File: config.mk
export PLATFORM = sky130hd
export DESIGN_NAME = nw_traceback
export DESIGN_NICKNAME = d
export VERILOG_FILES = /design/src/rtl/nw_pkg.sv /design/src/rtl/nw_cell_step.sv /design/src/rtl/nw_traceback.sv
export SDC_FILE = /design/constraint.sdc
export NUM_CORES = 1
export LEC_CHECK = 0
export CAP_MARGIN = 20
export CELL_PAD_IN_SITES_DETAIL_PLACEMENT = 1
export CELL_PAD_IN_SITES_GLOBAL_PLACEMENT = 2
export CORE_MARGIN = 2
export CORE_UTILIZATION = 39
export CTS_CLUSTER_DIAMETER = 60
export DETAILED_ROUTE_END_ITERATION = 10
export DONT_BUFFER_PORTS = 1
export HOLD_SLACK_MARGIN = 0.02
export PLACE_DENSITY = 0.83
export REMOVE_ABC_BUFFERS = 1
export SLEW_MARGIN = 20
export SYNTH_ARGS = -nofsm -noshare
export SYNTH_HDL_FRONTEND = slang
export SYNTH_HIERARCHICAL = 1
export SYNTH_SLANG_ARGS = --single-unit
File: constraint.sdc
create_clock -name clk -period 9.68 [get_ports clk]
set_input_delay 1.936 -clock clk [delete_from_list [all_inputs] [get_ports clk]]
set_output_delay 1.936 -clock clk [all_outputs]
set_load 0.03 [all_outputs]
File: src/rtl/nw_pkg.sv
// Shared encodings for the Needleman-Wunsch traceback aligner: edit ops,
// stored cell directions and the controller state type.
package nw_pkg;

  localparam logic [1:0] MATCH_OP    = 2'd0;
  localparam logic [1:0] MISMATCH_OP = 2'd1;
  localparam logic [1:0] DEL_OP      = 2'd2;
  localparam logic [1:0] INS_OP      = 2'd3;

  localparam logic [1:0] DIR_DIAG = 2'd0;
  localparam logic [1:0] DIR_UP   = 2'd1;
  localparam logic [1:0] DIR_LEFT = 2'd2;

  typedef enum logic [1:0] {
    StIdle,
    StFill,
    StTrace
  } nw_state_e;

endpackage

File: src/rtl/nw_cell_step.sv
// One Needleman-Wunsch cell: picks the best of top/left/diagonal candidates and
// reports which one won, using the same tie-break as the combinational grid scorer.
module nw_cell_step
  import nw_pkg::*;
#(
  parameter int unsigned CWIDTH   = 2,
  parameter int unsigned SWIDTH   = 16,
  parameter int          MATCH    = 1,
  parameter int          INDEL    = -1,
  parameter int          MISMATCH = -1
) (
  input  logic signed [SWIDTH-1:0] top_i,
  input  logic signed [SWIDTH-1:0] left_i,
  input  logic signed [SWIDTH-1:0] diag_i,
  input  logic        [CWIDTH-1:0] c1_i,
  input  logic        [CWIDTH-1:0] c2_i,
  output logic signed [SWIDTH-1:0] h_o,
  output logic        [1:0]        dir_o
);

  localparam logic signed [SWIDTH-1:0] IndelW = SWIDTH'(INDEL);
  localparam logic signed [SWIDTH-1:0] MatchW = SWIDTH'(MATCH);
  localparam logic signed [SWIDTH-1:0] MismW  = SWIDTH'(MISMATCH);

  logic signed [SWIDTH-1:0] t, l, d;

  always_comb begin
    t = top_i + IndelW;
    l = left_i + IndelW;
    d = diag_i + ((c1_i == c2_i) ? MatchW : MismW);
    h_o   = d;
    dir_o = DIR_DIAG;
    // Top beats left on a tie; the survivor beats diagonal on a tie.
    if (t >= l) begin
      if (t >= d) begin
        h_o   = t;
        dir_o = DIR_UP;
      end
    end else if (l >= d) begin
      h_o   = l;
      dir_o = DIR_LEFT;
    end
  end

endmodule

File: src/rtl/nw_traceback.sv
// Sequential Needleman-Wunsch aligner: fills a direction matrix one cell per cycle,
// then streams the edit script from the bottom-right corner back to the origin.
module nw_traceback
  import nw_pkg::*;
#(
  parameter int unsigned LENGTH   = 10,
  parameter int unsigned CWIDTH   = 2,
  parameter int unsigned SWIDTH   = 16,
  parameter int          MATCH    = 1,
  parameter int          INDEL    = -1,
  parameter int          MISMATCH = -1
) (
  input  logic                       clk,
  input  logic                       rst,
  input  logic                       start,
  input  logic [LENGTH*CWIDTH-1:0]   s1,
  input  logic [LENGTH*CWIDTH-1:0]   s2,
  output logic                       busy,
  output logic signed [SWIDTH-1:0]   score,
  output logic                       score_valid,
  output logic [1:0]                 op,
  output logic                       op_valid,
  input  logic                       op_ready,
  output logic                       op_last
);

  localparam int unsigned CntW  = $clog2(LENGTH + 1);
  localparam int unsigned AddrW = (LENGTH > 1) ? $clog2(LENGTH * LENGTH) : 1;
  localparam logic [CntW-1:0] LenCnt = CntW'(LENGTH);
  localparam logic [CntW-1:0] One    = CntW'(1);
  localparam logic signed [SWIDTH-1:0] IndelW = SWIDTH'(INDEL);

  nw_state_e state_q, state_d;
  logic [LENGTH*CWIDTH-1:0] s1_q, s2_q;
  logic [CntW-1:0] i_q, i_d, j_q, j_d;
  logic signed [SWIDTH-1:0] row_q [0:LENGTH];
  logic signed [SWIDTH-1:0] diag_q, edge_q, score_q;
  logic score_valid_q;
  logic [1:0] dir_q [0:LENGTH*LENGTH-1];

  logic [CWIDTH-1:0] c1, c2;
  logic signed [SWIDTH-1:0] top_in, left_in, diag_in, cell_h;
  logic [1:0] cell_dir, dir_rd;
  logic [AddrW-1:0] cell_idx;
  logic accept, fill_last;
  logic [1:0] tr_op;
  logic [CntW-1:0] tr_i, tr_j;
  logic tr_last;

  // Character k (1-based) of a packed string; index 0 is the gap side and yields 0.
  function automatic logic [CWIDTH-1:0] char_at(input logic [LENGTH*CWIDTH-1:0] s,
                                                input logic [CntW-1:0] k);
    logic [CWIDTH-1:0] c;
    c = '0;
    if (k != '0 && int'(k) <= int'(LENGTH)) c = s[CWIDTH*(int'(LENGTH) - int'(k)) +: CWIDTH];
    return c;
  endfunction

  assign c1 = char_at(s1_q, i_q);
  assign c2 = char_at(s2_q, j_q);

  // row_q is updated in place, so row_q[j-1] already holds H(i,j-1); column 0 comes
  // from edge_q, which tracks H(i-1,0).
  always_comb begin
    top_in = row_q[j_q];
    if (j_q <= One) begin
      diag_in = edge_q;
      left_in = edge_q + IndelW;
    end else begin
      diag_in = diag_q;
      left_in = row_q[j_q - One];
    end
    cell_idx = '0;
    if (i_q != '0 && j_q != '0) begin
      cell_idx = AddrW'((int'(i_q) - 1) * int'(LENGTH) + int'(j_q) - 1);
    end
  end

  nw_cell_step #(
    .CWIDTH  (CWIDTH),
    .SWIDTH  (SWIDTH),
    .MATCH   (MATCH),
    .INDEL   (INDEL),
    .MISMATCH(MISMATCH)
  ) u_step (
    .top_i (top_in),
    .left_i(left_in),
    .diag_i(diag_in),
    .c1_i  (c1),
    .c2_i  (c2),
    .h_o   (cell_h),
    .dir_o (cell_dir)
  );

  assign dir_rd = dir_q[cell_idx];

  always_comb begin
    tr_op = INS_OP;
    tr_i  = i_q;
    tr_j  = j_q;
    if (i_q == '0) begin
      tr_j = j_q - One;
    end else if (j_q == '0) begin
      tr_op = DEL_OP;
      tr_i  = i_q - One;
    end else begin
      case (dir_rd)
        DIR_UP: begin
          tr_op = DEL_OP;
          tr_i  = i_q - One;
        end
        DIR_LEFT: begin
          tr_j = j_q - One;
        end
        default: begin
          tr_op = (c1 == c2) ? MATCH_OP : MISMATCH_OP;
          tr_i  = i_q - One;
          tr_j  = j_q - One;
        end
      endcase
    end
    tr_last = (tr_i == '0) && (tr_j == '0);
  end

  always_comb begin
    state_d   = state_q;
    i_d       = i_q;
    j_d       = j_q;
    accept    = 1'b0;
    fill_last = 1'b0;
    unique case (state_q)
      StIdle: begin
        if (start) begin
          accept  = 1'b1;
          state_d = StFill;
          i_d     = One;
          j_d     = One;
        end
      end
      StFill: begin
        if (j_q == LenCnt) begin
          j_d = One;
          i_d = i_q + One;
          if (i_q == LenCnt) begin
            fill_last = 1'b1;
            state_d   = StTrace;
            i_d       = LenCnt;
            j_d       = LenCnt;
          end
        end else begin
          j_d = j_q + One;
        end
      end
      StTrace: begin
        if (op_ready) begin
          i_d = tr_i;
          j_d = tr_j;
          if (tr_last) state_d = StIdle;
        end
      end
      default: state_d = StIdle;
    endcase
  end

  always_ff @(posedge clk or posedge rst) begin
    if (rst) begin
      state_q       <= StIdle;
      s1_q          <= '0;
      s2_q          <= '0;
      i_q           <= '0;
      j_q           <= '0;
      diag_q        <= '0;
      edge_q        <= '0;
      score_q       <= '0;
      score_valid_q <= 1'b0;
      for (int k = 0; k <= int'(LENGTH); k++) row_q[k] <= '0;
    end else begin
      state_q <= state_d;
      i_q     <= i_d;
      j_q     <= j_d;
      if (accept) begin
        s1_q          <= s1;
        s2_q          <= s2;
        score_valid_q <= 1'b0;
        diag_q        <= '0;
        edge_q        <= '0;
        for (int k = 0; k <= int'(LENGTH); k++) row_q[k] <= SWIDTH'(k * INDEL);
      end
      if (state_q == StFill) begin
        row_q[j_q] <= cell_h;
        diag_q     <= top_in;
        if (j_q == LenCnt) edge_q <= edge_q + IndelW;
      end
      if (fill_last) begin
        score_q       <= cell_h;
        score_valid_q <= 1'b1;
      end
    end
  end

  always_ff @(posedge clk) begin
    if (state_q == StFill) dir_q[cell_idx] <= cell_dir;
  end

  assign busy        = (state_q != StIdle);
  assign op_valid    = (state_q == StTrace);
  assign op          = op_valid ? tr_op : 2'b00;
  assign op_last     = op_valid & tr_last;
  assign score       = score_q;
  assign score_valid = score_valid_q;

endmodule
==> results.json, run 1 <==
{
  "critical_path_arrival_ns": 9.61,
  "routabilityCongestion": 0.883,
  "avgRoutedWirePerCell_um": 24.8,
  "wl_met1_mm": 40.4,
  "synth_top_cell_area_share_pct": 25.3,
  "synthDominantAreaCellType": "dfrtp_1",
  "timing.final.crit_period_ns": 9.11,
  "max-slew-margin-rel_pct": 20.1,
  "post_synth_instance_area_mm2": 0.0272,
  "fin_nets": 2767,
  "maxUsedRoutingLayer": "met4",
  "route.detailed.vias_per_inst": 6.08,
  "start_util_pct": 39.5,
  "route.vias.total": 21918,
  "finalSetupViolations": 0,
  "postSynthRegisterBits": 475,
  "ioPinCount": 66,
  "placed_area_mm2": 0.0282,
  "layout-drive-gt1-share_pct": 14.6,
  "clk_transition_reported_paths_ns": 0.06,
  "fmax_ghz": 0.110,
  "drtAntennaViolNets": 0,
  "preCtsSetupSlack_ns": 0.595,
  "timing.setup.tns_ns": 0,
  "rsz0062_at_grt": "false",
  "netlist_instances": 2708,
  "min_period_over_period_pct": 94.1,
  "stdcell_count": 3607,
  "initial_antenna_violation_count": 0,
  "grt_pass1_wl_mm": 139,
  "synth-async-reset-ratio_pct": 57.9,
  "final_design_area_no_fill_mm2": 0.0300,
  "synth.yosys.warnings": 6,
  "fp-row-count": 96,
  "ys_flop_type": "dfrtp_1",
  "postCtsSetupBuffers": 0,
  "timing.critical_path.required_ns": 10.18,
  "met2_wirelength_mm": 40.9,
  "areaGrowthSynthToFinish_pct": 10.6,
  "layout.cells.most_common_list": "nor2_1 (345), nand2_1 (331), dfrtp_1 (272)",
  "crit_path_max_fanout": 25,
  "finalHoldViolCount": 0,
  "h-tree-depth": 2,
  "post_cts_resize_count": 0,
  "synth_edf_count": 200,
  "synth_top_cells_by_area": "dfrtp_1 (25%), edfxtp_1 (22%), mux4_2 (6.5%)",
  "grt-ovfl-total": 0,
  "maxCapViolations": 0,
  "final-max-slew-violation-count": 0,
  "timing.critical_path.from_type": "flip-flop",
  "hold_class": "flip-flop to flip-flop",
  "firstDrtPassIters": 6,
  "clock_insertion_delay_worst_skew_ns": 0.62,
  "ctsLongestPathBuffers": 3,
  "drtIter0Drc": 1898,
  "dieArea_mm2": 0.0718,
  "dieHeight_um": 268,
  "tritoncts_clock_tree": "yes",
  "grt_use_total_pct": 25.1,
  "ctsHoldBuffers": 0,
  "grt_pass1_vias": 22855,
  "post-place-cells": 3501,
  "total_clock_sinks": 475,
  "clk_root_buffer_cell": "clkbuf_16",
  "post_synth.cell_area_avg_um2": 10.0,
  "outcome": "finished clean",
  "worst_slack_ns": 0.574,
  "worstSetupPathType": "flip-flop to flip-flop",
  "seq_total_area_yosys_pct": 47.4,
  "die_width_um": 268,
  "worst-slew-pin-transition_ns": 1.19,
  "netlist-cell-type-count": 93,
  "fp.coreArea_mm2": 0.0688,
  "clock_skew_ns": 0.0264,
  "wire_length_reported_by_the_detailed_router_mm": 89.6,
  "route.detailed.drc": 0,
  "wl_met3_mm": 6.19,
  "port_buffers": 0,
  "mostFrequentLayoutCell": "nor2_1",
  "pin_count_of_the_biggest_net_entering_global_routing": 188,
  "worstSetupEndpointType": "flip-flop",
  "cts-buffers-inserted": 55,
  "place_hpwl_mm": 58.9
}
-- cell usage after synthesis, types with 6 or more instances --
cell / count
nand2b_1: 14
o221ai_1: 15
a21o_1: 13
and3_1: 6
o31ai_1: 17
nor4_1: 12
a311oi_2: 9
a31oi_1: 22
xor2_1: 32
o21bai_1: 6
mux2_2: 88
a21oi_1: 140
or3_1: 19
a221o_1: 16
xnor2_1: 38
or2_2: 9
a221oi_1: 20
buf_2: 26
nand3_1: 53
buf_1: 24
and2_1: 11
mux2i_1: 22
a211oi_1: 30
inv_1: 65
mux4_2: 78
nor3_1: 94
edfxtp_1: 200
o21ai_0: 230
nand2_1: 332
dfrtp_1: 275
o32a_1: 9
nand4_1: 13
o22ai_1: 27
o211ai_1: 6
o21ai_1: 6
ha_1: 90
nor2_1: 350
nor2b_1: 9
clkbuf_1: 152
-- through the flow --
stage               hold WS (ns)  utilization, %
finish                     0.470            43.7
global route               0.499            43.7
CTS                        0.474            43.6
detailed placement         0.460            40.9
global placement           0.455            40.9
floorplan                  0.440               -
-- worst max-delay path, stage by stage (launching register included) --
cell and delay, ns:
dfrtp_4 0.66, inv_1 0.12, ha_2 0.78, buf_4 0.37, mux4_2 0.33, nor2_1 0.10, nor3_1 0.06, a31oi_1 0.31
a21oi_1 0.23, or3_1 0.43, or2_2 0.29, or3_1 0.37, nor4_4 0.27, nand2_1 0.14, xnor2_1 0.35, inv_1 0.10
ha_1 0.31, nand4_1 0.18, a2111oi_0 0.45, nor4_1 0.15, a31oi_4 0.19, buf_4 0.27, o211ai_2 0.11, buf_4 0.20
or2_1 0.46, a311oi_1 0.87, clkinv_1 0.54, o21ai_0 0.33
-- sequential cells by signal, summed over array words and instances, names as in the netlist --
signal and cells:
dir_q 200, row_q 176, s1_q 20, s2_q 20
diag_q 16, edge_q 16, score 16, i_q 4
j_q 4, state_q 2, score_valid 1
-- cell type report --
cell class	instances	area (µm²)
timing repair buffer	72	609
tap	931	1160
inverter	68	265
clock buffer	80	1540
sequential	475	12900
fill	7624	38800
antenna	1	2.50
clock inverter	22	282
multi-input combinational	1958	13300
-- path summary, 6_finish.rpt --
kind                         start    endpoint  slack (ns)  cells past startpoint
setup / recovery            j_q[0]   row_q[51]        0.57                     27
hold / removal             s1_q[4]     s1_q[4]        0.47                      2
setup reg to reg            j_q[0]   row_q[51]        0.57                     27
hold reg to reg            s1_q[4]     s1_q[4]        0.47                      2
max in group asynchronous      rst  diag_q[13]        6.93                      3
min in group asynchronous      rst    score[2]        1.24                      1
-- routing by layer --
metal,vias up,global-route usage (%)
li1,9708,-
met1,11290,36.4
met2,769,39.0
met3,151,3.89
met4,0,6.57
met5,-,0
-- cell families after synthesis --
| logic type | after synthesis | share of synthesized area (%) |
|---|---|---|
| multiplexers | 188 | 10.9 |
| AND/OR/NAND/NOR | 969 | 15.9 |
| buffers and inverters | 275 | 4.06 |
| AO/OA/AOI/OAI | 637 | 15.0 |
| flip-flops | 475 | 47.4 |
| adder cells (fa/ha/maj) | 93 | 4.37 |
| XOR/XNOR | 71 | 2.32 |
Power of run 1 is left out: the tool's default activity adds up to more than one toggle a clock period on the data nets, which glitch-free logic cannot reach.
==> inputs of run 2 (changes only) <==
--- a/config.mk
+++ b/config.mk
@@ -6,15 +6,16 @@
 export NUM_CORES = 1
 export LEC_CHECK = 0
 export CAP_MARGIN = 20
-export CELL_PAD_IN_SITES_DETAIL_PLACEMENT = 1
+export CELL_PAD_IN_SITES_DETAIL_PLACEMENT = 0
 export CELL_PAD_IN_SITES_GLOBAL_PLACEMENT = 2
-export CORE_MARGIN = 2
+export CORE_MARGIN = 4
 export CORE_UTILIZATION = 39
 export CTS_CLUSTER_DIAMETER = 60
 export DETAILED_ROUTE_END_ITERATION = 10
 export DONT_BUFFER_PORTS = 1
 export HOLD_SLACK_MARGIN = 0.02
 export PLACE_DENSITY = 0.83
+export RECOVER_POWER = 50
 export REMOVE_ABC_BUFFERS = 1
 export SLEW_MARGIN = 20
 export SYNTH_ARGS = -nofsm -noshare
==> run 2 against run 1 <==
- the flow now finishes with violations (max-capacitance violations, max-slew violations)
- core utilization is 0.095 points lower
- sequential cell count stayed put
- sequential share of layout area is 0.089 points higher
- wire length is 5.9% lower
- clock skew is 0.0017 ns lower
- critical path depth is 9 lower
- register-to-register slack better by 0.08 ns
- maximum frequency is 0.30% higher
- critical path type is now flip-flop to primary output
==> results.json, run 2 (synthesized netlist as in run 1, its figures left out) <==
{
  "insertedDiodeCount": 0,
  "route.detailed.drc": 0,
  "reg.largest.list": "dir_q (200), row_q (176)",
  "areaGrowthSynthToFinish_pct": 10.4,
  "grt_pass1_wl_mm": 130,
  "ctsLongestPathBuffers": 3,
  "avgRoutedWirePerCell_um": 23.4,
  "max-slew-margin-rel_pct": -248,
  "preCtsSetupSlack_ns": 0.454,
  "hold_class": "flip-flop to flip-flop",
  "drtIter0Drc": 2052,
  "tritoncts_clock_tree": "yes",
  "ioPinCount": 66,
  "flip_flop_count_of_the_largest_register_after_layout": 200,
  "dieHeight_um": 272,
  "total_clock_sinks": 475,
  "cells_along_the_critical_path": "inv_1 > ha_1 > ha_1 > fa_1 > inv_1 > nand3_1 > o32a_1 > a21oi_1 > a211oi_1 > o41ai_1 > nand4b_1 > ha_1 > inv_1 > o21ai_0 > a32oi_1 > a2111oi_0 > and2_1 > buf_4",
  "min_period_over_period_pct": 93.8,
  "start_util_pct": 39.5,
  "placed_area_mm2": 0.0282,
  "initial_antenna_violation_count": 0,
  "routabilityCongestion": 0.889,
  "clock_insertion_delay_worst_skew_ns": 0.60,
  "worstHoldStart": "s2_q[3]",
  "drtAntennaViolNets": 0,
  "reg2reg_slack_ns": 0.65,
  "finalSetupViolations": 0,
  "dieArea_mm2": 0.0739,
  "mostFrequentLayoutCell": "nor2_1",
  "h-tree-depth": 2,
  "finalHoldViolCount": 0,
  "worst-slew-pin-transition_ns": 5.22,
  "fp.coreArea_mm2": 0.0688,
  "timing.reg2reg.worst_path_depth": 28,
  "worstSetupPathType": "flip-flop to primary output",
  "cts-buffers-inserted": 53,
  "worstSetupEndpointType": "primary output",
  "timing.critical_path.required_ns": 7.74,
  "hold_path_depth": 2,
  "final_design_area_no_fill_mm2": 0.0300,
  "rsz0062_at_grt": "false",
  "rr_startpoint": "i_q[1]",
  "grt-ovfl-total": 0,
  "ctsHoldBuffers": 0,
  "top_register": "dir_q",
  "crit-reg2reg-capture": "row_q[98]",
  "register_area_mm2": 0.0129,
  "clk_transition_reported_paths_ns": 0.07,
  "critical_path_arrival_ns": 7.14,
  "path_delay_family": "compound AO/OA/AOI/OAI gates",
  "firstDrtPassIters": 6,
  "fmax_ghz": 0.110,
  "slowest_stage": "nand3_1",
  "clock_skew_ns": 0.0247,
  "die_width_um": 272,
  "worst_slack_ns": 0.601,
  "multi_input_area_mm2": 0.0133,
  "fin_nets": 2769,
  "pin_count_of_the_biggest_net_entering_global_routing": 131,
  "timing.critical_path.from_type": "flip-flop",
  "violated_checks": "max-capacitance violations, max-slew violations",
  "clk_root_buffer_cell": "clkbuf_16",
  "port_buffers": 0,
  "final-max-slew-violation-count": 285,
  "min_to": "s2_q[3]",
  "layout-drive-gt1-share_pct": 14.8,
  "timing.final.crit_period_ns": 9.08,
  "maxCapViolations": 4,
  "wire_length_reported_by_the_detailed_router_mm": 84.4,
  "route.vias.total": 21355,
  "cp_slowest_stage_delay_ns": 0.65,
  "n_fill_cell": 6571,
  "crit_path_max_fanout": 11,
  "place_hpwl_mm": 55.1,
  "grt_pass1_vias": 21241,
  "outcome": "complete, but fails checks",
  "crit_buf_inv": 4,
  "fp-row-count": 96,
  "grt_use_total_pct": 22.4,
  "route.detailed.vias_per_inst": 5.92,
  "layout.cells.most_common_list": "nor2_1 (346), nand2_1 (332), dfrtp_1 (273)"
}
[run 2: final cells by class]
cell class                      instances  share of cell area, %
Multi-Input combinational cell       1958                   44.3
Sequential cell                       475                   43.0
Clock buffer                           71                   4.95
Tap cell                              931                   3.89
Timing Repair Buffer                   76                   1.96
Clock inverter                         26                   1.01
Inverter                               68                  0.856
[run 2: how the worst max path moves through the flow]
stage               depth (start not counted)    from  slack [ns]            to
floorplan                                  21  j_q[0]       -4.05   dir_q[0][0]
global placement                           27  j_q[0]        0.67  dir_q[59][0]
detailed placement                         27  i_q[1]        0.45  dir_q[57][0]
CTS                                        27  i_q[1]        0.41  dir_q[53][0]
global route                               28  i_q[1]        0.14     row_q[66]
finish                                     18  i_q[1]        0.60       op_last
[run 2: what timing repair did]
item	4_1_cts	5_1_grt
buffers inserted	0	0
setup endpoints to repair	0	47
resized for setup	0	1
[run 2: worst reg2reg max path, delay by kind of cell, from the launching register on]
kind	cells	cell delay, ns
adders and majority gates	3	1.14
AOI/OAI and AO/OA	12	3.82
muxes	2	0.64
xor gates and xnor gates	2	0.52
DFF	1	0.55
and+or+nand+nor	5	1.06
buffers and inverters	4	1.17
[run 2: metrics by stage]
stage / util [%] / setup TNS [ns] / std cells / hold WS (ns)
floorplan: - / -1420.70 / 2501 / 0.440
global placement: 40.9 / 0 / 3504 / 0.456
detailed placement: 40.9 / 0 / 3506 / 0.460
CTS: 43.5 / 0 / 3603 / 0.475
global route: 43.6 / 0 / 3605 / 0.480
finish: 43.6 / 0 / 3605 / 0.468
[run 2: routing by layer]
metal  vias to the layer above  global-route usage, %  routed length [µm]
met5                         -                      0                   0
met4                         0                   5.41                1710
met3                       122                   4.35                6430
met2                       805                   34.6               37700
met1                     10710                   32.6               38500
li1                       9718                      -                   -
Power of run 2 is left out for the same reason.
==> inputs of run 3 (changes only) <==
--- a/config.mk
+++ b/config.mk
@@ -17,7 +17,6 @@
 export PLACE_DENSITY = 0.83
 export RECOVER_POWER = 50
 export REMOVE_ABC_BUFFERS = 1
-export SLEW_MARGIN = 20
 export SYNTH_ARGS = -nofsm -noshare
 export SYNTH_HDL_FRONTEND = slang
 export SYNTH_HIERARCHICAL = 1
==> run 3 against run 2 <==
- the flow still finishes with violations (max-capacitance violations, max-slew violations)
- maximum frequency down 0.79%
- final cell count rose by 0.19%
- sequential share of layout area is 0.13 points lower
- critical endpoint unchanged
==> results.json, run 3 (synthesized netlist as in run 1, its figures left out) <==
{
  "outcome": "complete, but fails checks",
  "violated_checks": "max-capacitance violations, max-slew violations",
  "slowest_stage": "a2111oi_0",
  "clk_root_buffer_cell": "clkbuf_16",
  "min_period_over_period_pct": 94.5,
  "worst-slew-pin-transition_ns": 6.12,
  "finalHoldViolCount": 0,
  "grt_use_total_pct": 22.5,
  "timing.setup.tns_ns": 0,
  "post-place-cells": 3507,
  "timing.critical_path.required_ns": 7.74,
  "firstDrtPassIters": 5,
  "cp_slowest_stage_delay_ns": 0.71,
  "dieHeight_um": 272,
  "fp.coreArea_mm2": 0.0688,
  "maxCapViolations": 5,
  "clock_insertion_delay_worst_skew_ns": 0.63,
  "crit_buf_inv": 4,
  "final-max-slew-violation-count": 427,
  "wire_length_reported_by_the_detailed_router_mm": 84.7,
  "ctsHoldBuffers": 0,
  "flip_flop_count_of_the_largest_register_after_layout": 200,
  "place_hpwl_mm": 55.3,
  "timing.final.crit_period_ns": 9.15,
  "reg.largest.list": "dir_q (200), row_q (176)",
  "initial_antenna_violation_count": 0,
  "postCtsSetupBuffers": 0,
  "ioPinCount": 66,
  "rsz0062_at_grt": "false",
  "grt-ovfl-total": 0,
  "stdcell_count": 3612,
  "pin_count_of_the_biggest_net_entering_global_routing": 131,
  "hold_class": "flip-flop to flip-flop",
  "crit_path_max_fanout": 11,
  "drtAntennaViolNets": 0,
  "final_design_area_no_fill_mm2": 0.0301,
  "insertedDiodeCount": 0,
  "fmax_ghz": 0.109,
  "layout-drive-gt1-share_pct": 14.8,
  "max-slew-margin-rel_pct": -308,
  "worst_slack_ns": 0.529,
  "avgRoutedWirePerCell_um": 23.4,
  "mostFrequentLayoutCell": "nor2_1",
  "dieArea_mm2": 0.0739,
  "ctsLongestPathBuffers": 3,
  "start_util_pct": 39.5,
  "routabilityCongestion": 0.889,
  "fin_nets": 2775,
  "worstSetupPathType": "flip-flop to primary output",
  "finalSetupViolations": 0,
  "top_register": "dir_q",
  "drtIter0Drc": 2092,
  "n_fill_cell": 6561,
  "die_width_um": 272,
  "tritoncts_clock_tree": "yes",
  "critical_path_arrival_ns": 7.21,
  "clock_skew_ns": 0.0266,
  "path_delay_family": "compound AO/OA/AOI/OAI gates",
  "route.vias.total": 21497,
  "clk_transition_reported_paths_ns": 0.06,
  "grt_pass1_vias": 21433,
  "h-tree-depth": 2,
  "grt_pass1_wl_mm": 131,
  "areaGrowthSynthToFinish_pct": 10.7,
  "layout.cells.most_common_list": "nor2_1 (346), nand2_1 (332), dfrtp_1 (273)",
  "timing.critical_path.from_type": "flip-flop",
  "cells_along_the_critical_path": "inv_1 > ha_1 > ha_1 > fa_1 > inv_1 > nand3_1 > o32a_1 > a21oi_1 > nand4_1 > o41ai_1 > nand4b_1 > ha_1 > inv_1 > o21ai_0 > a32oi_1 > a2111oi_0 > and2_1 > buf_4",
  "preCtsSetupSlack_ns": 0.405,
  "fp-row-count": 96,
  "route.detailed.drc": 0,
  "worstSetupEndpointType": "primary output",
  "placed_area_mm2": 0.0282,
  "port_buffers": 0,
  "route.detailed.vias_per_inst": 5.95,
  "cts-buffers-inserted": 54,
  "total_clock_sinks": 475
}
[run 3: path summary, 6_finish.rpt]
path	to	from	cells past startpoint	slack (ns)
setup / recovery	op_last	i_q[1]	18	0.53
hold / removal	s2_q[17]	s2_q[17]	2	0.47
setup reg to reg	row_q[98]	i_q[1]	28	0.65
hold reg to reg	s2_q[17]	s2_q[17]	2	0.47
max in group asynchronous	j_q[0]	rst	3	2.58
min in group asynchronous	diag_q[5]	rst	1	3.04
[run 3: final cells by class]
type	count	area [µm²]	share of cell area (%)
inverter	68	256	0.853
tap	931	1160	3.87
sequential	475	12900	42.9
clock inverter	29	413	1.37
multi-input combinational	1958	13200	44.1
clock buffer	70	1460	4.86
timing repair buffer	81	636	2.11
[run 3: worst reg2reg max path, delay by kind of cell (launching register included)]
family / cells / cell delay (ns)
AOI/OAI and AO/OA: 12 / 3.78
xor gates and xnor gates: 2 / 0.56
adders and majority gates: 3 / 1.15
buffers and inverters: 4 / 1.15
DFF: 1 / 0.54
muxes: 2 / 0.64
and+or+nand+nor: 5 / 1.10
[run 3: routing by layer]
metal,vias up,share of wire (%),track usage [%]
li1,9724,-,-
met1,10805,46,33.5
met2,856,45,34.6
met3,112,7.8,3.93
met4,0,1.8,5.13
met5,-,0,0
[run 3: metrics by stage]
step	hold slack [ns]	utilization [%]
after detailed placement	0.460	40.9
after CTS	0.474	43.7
final	0.471	43.7
after global placement	0.456	40.9
after global routing	0.497	43.7
after floorplan	0.440	-
[run 3: repair_timing]
action,CTS,global route
endpoints found under the hold margin,0,0
gates resized for setup,0,1
setup endpoints to repair,0,47
Power of run 3 is left out for the same reason.
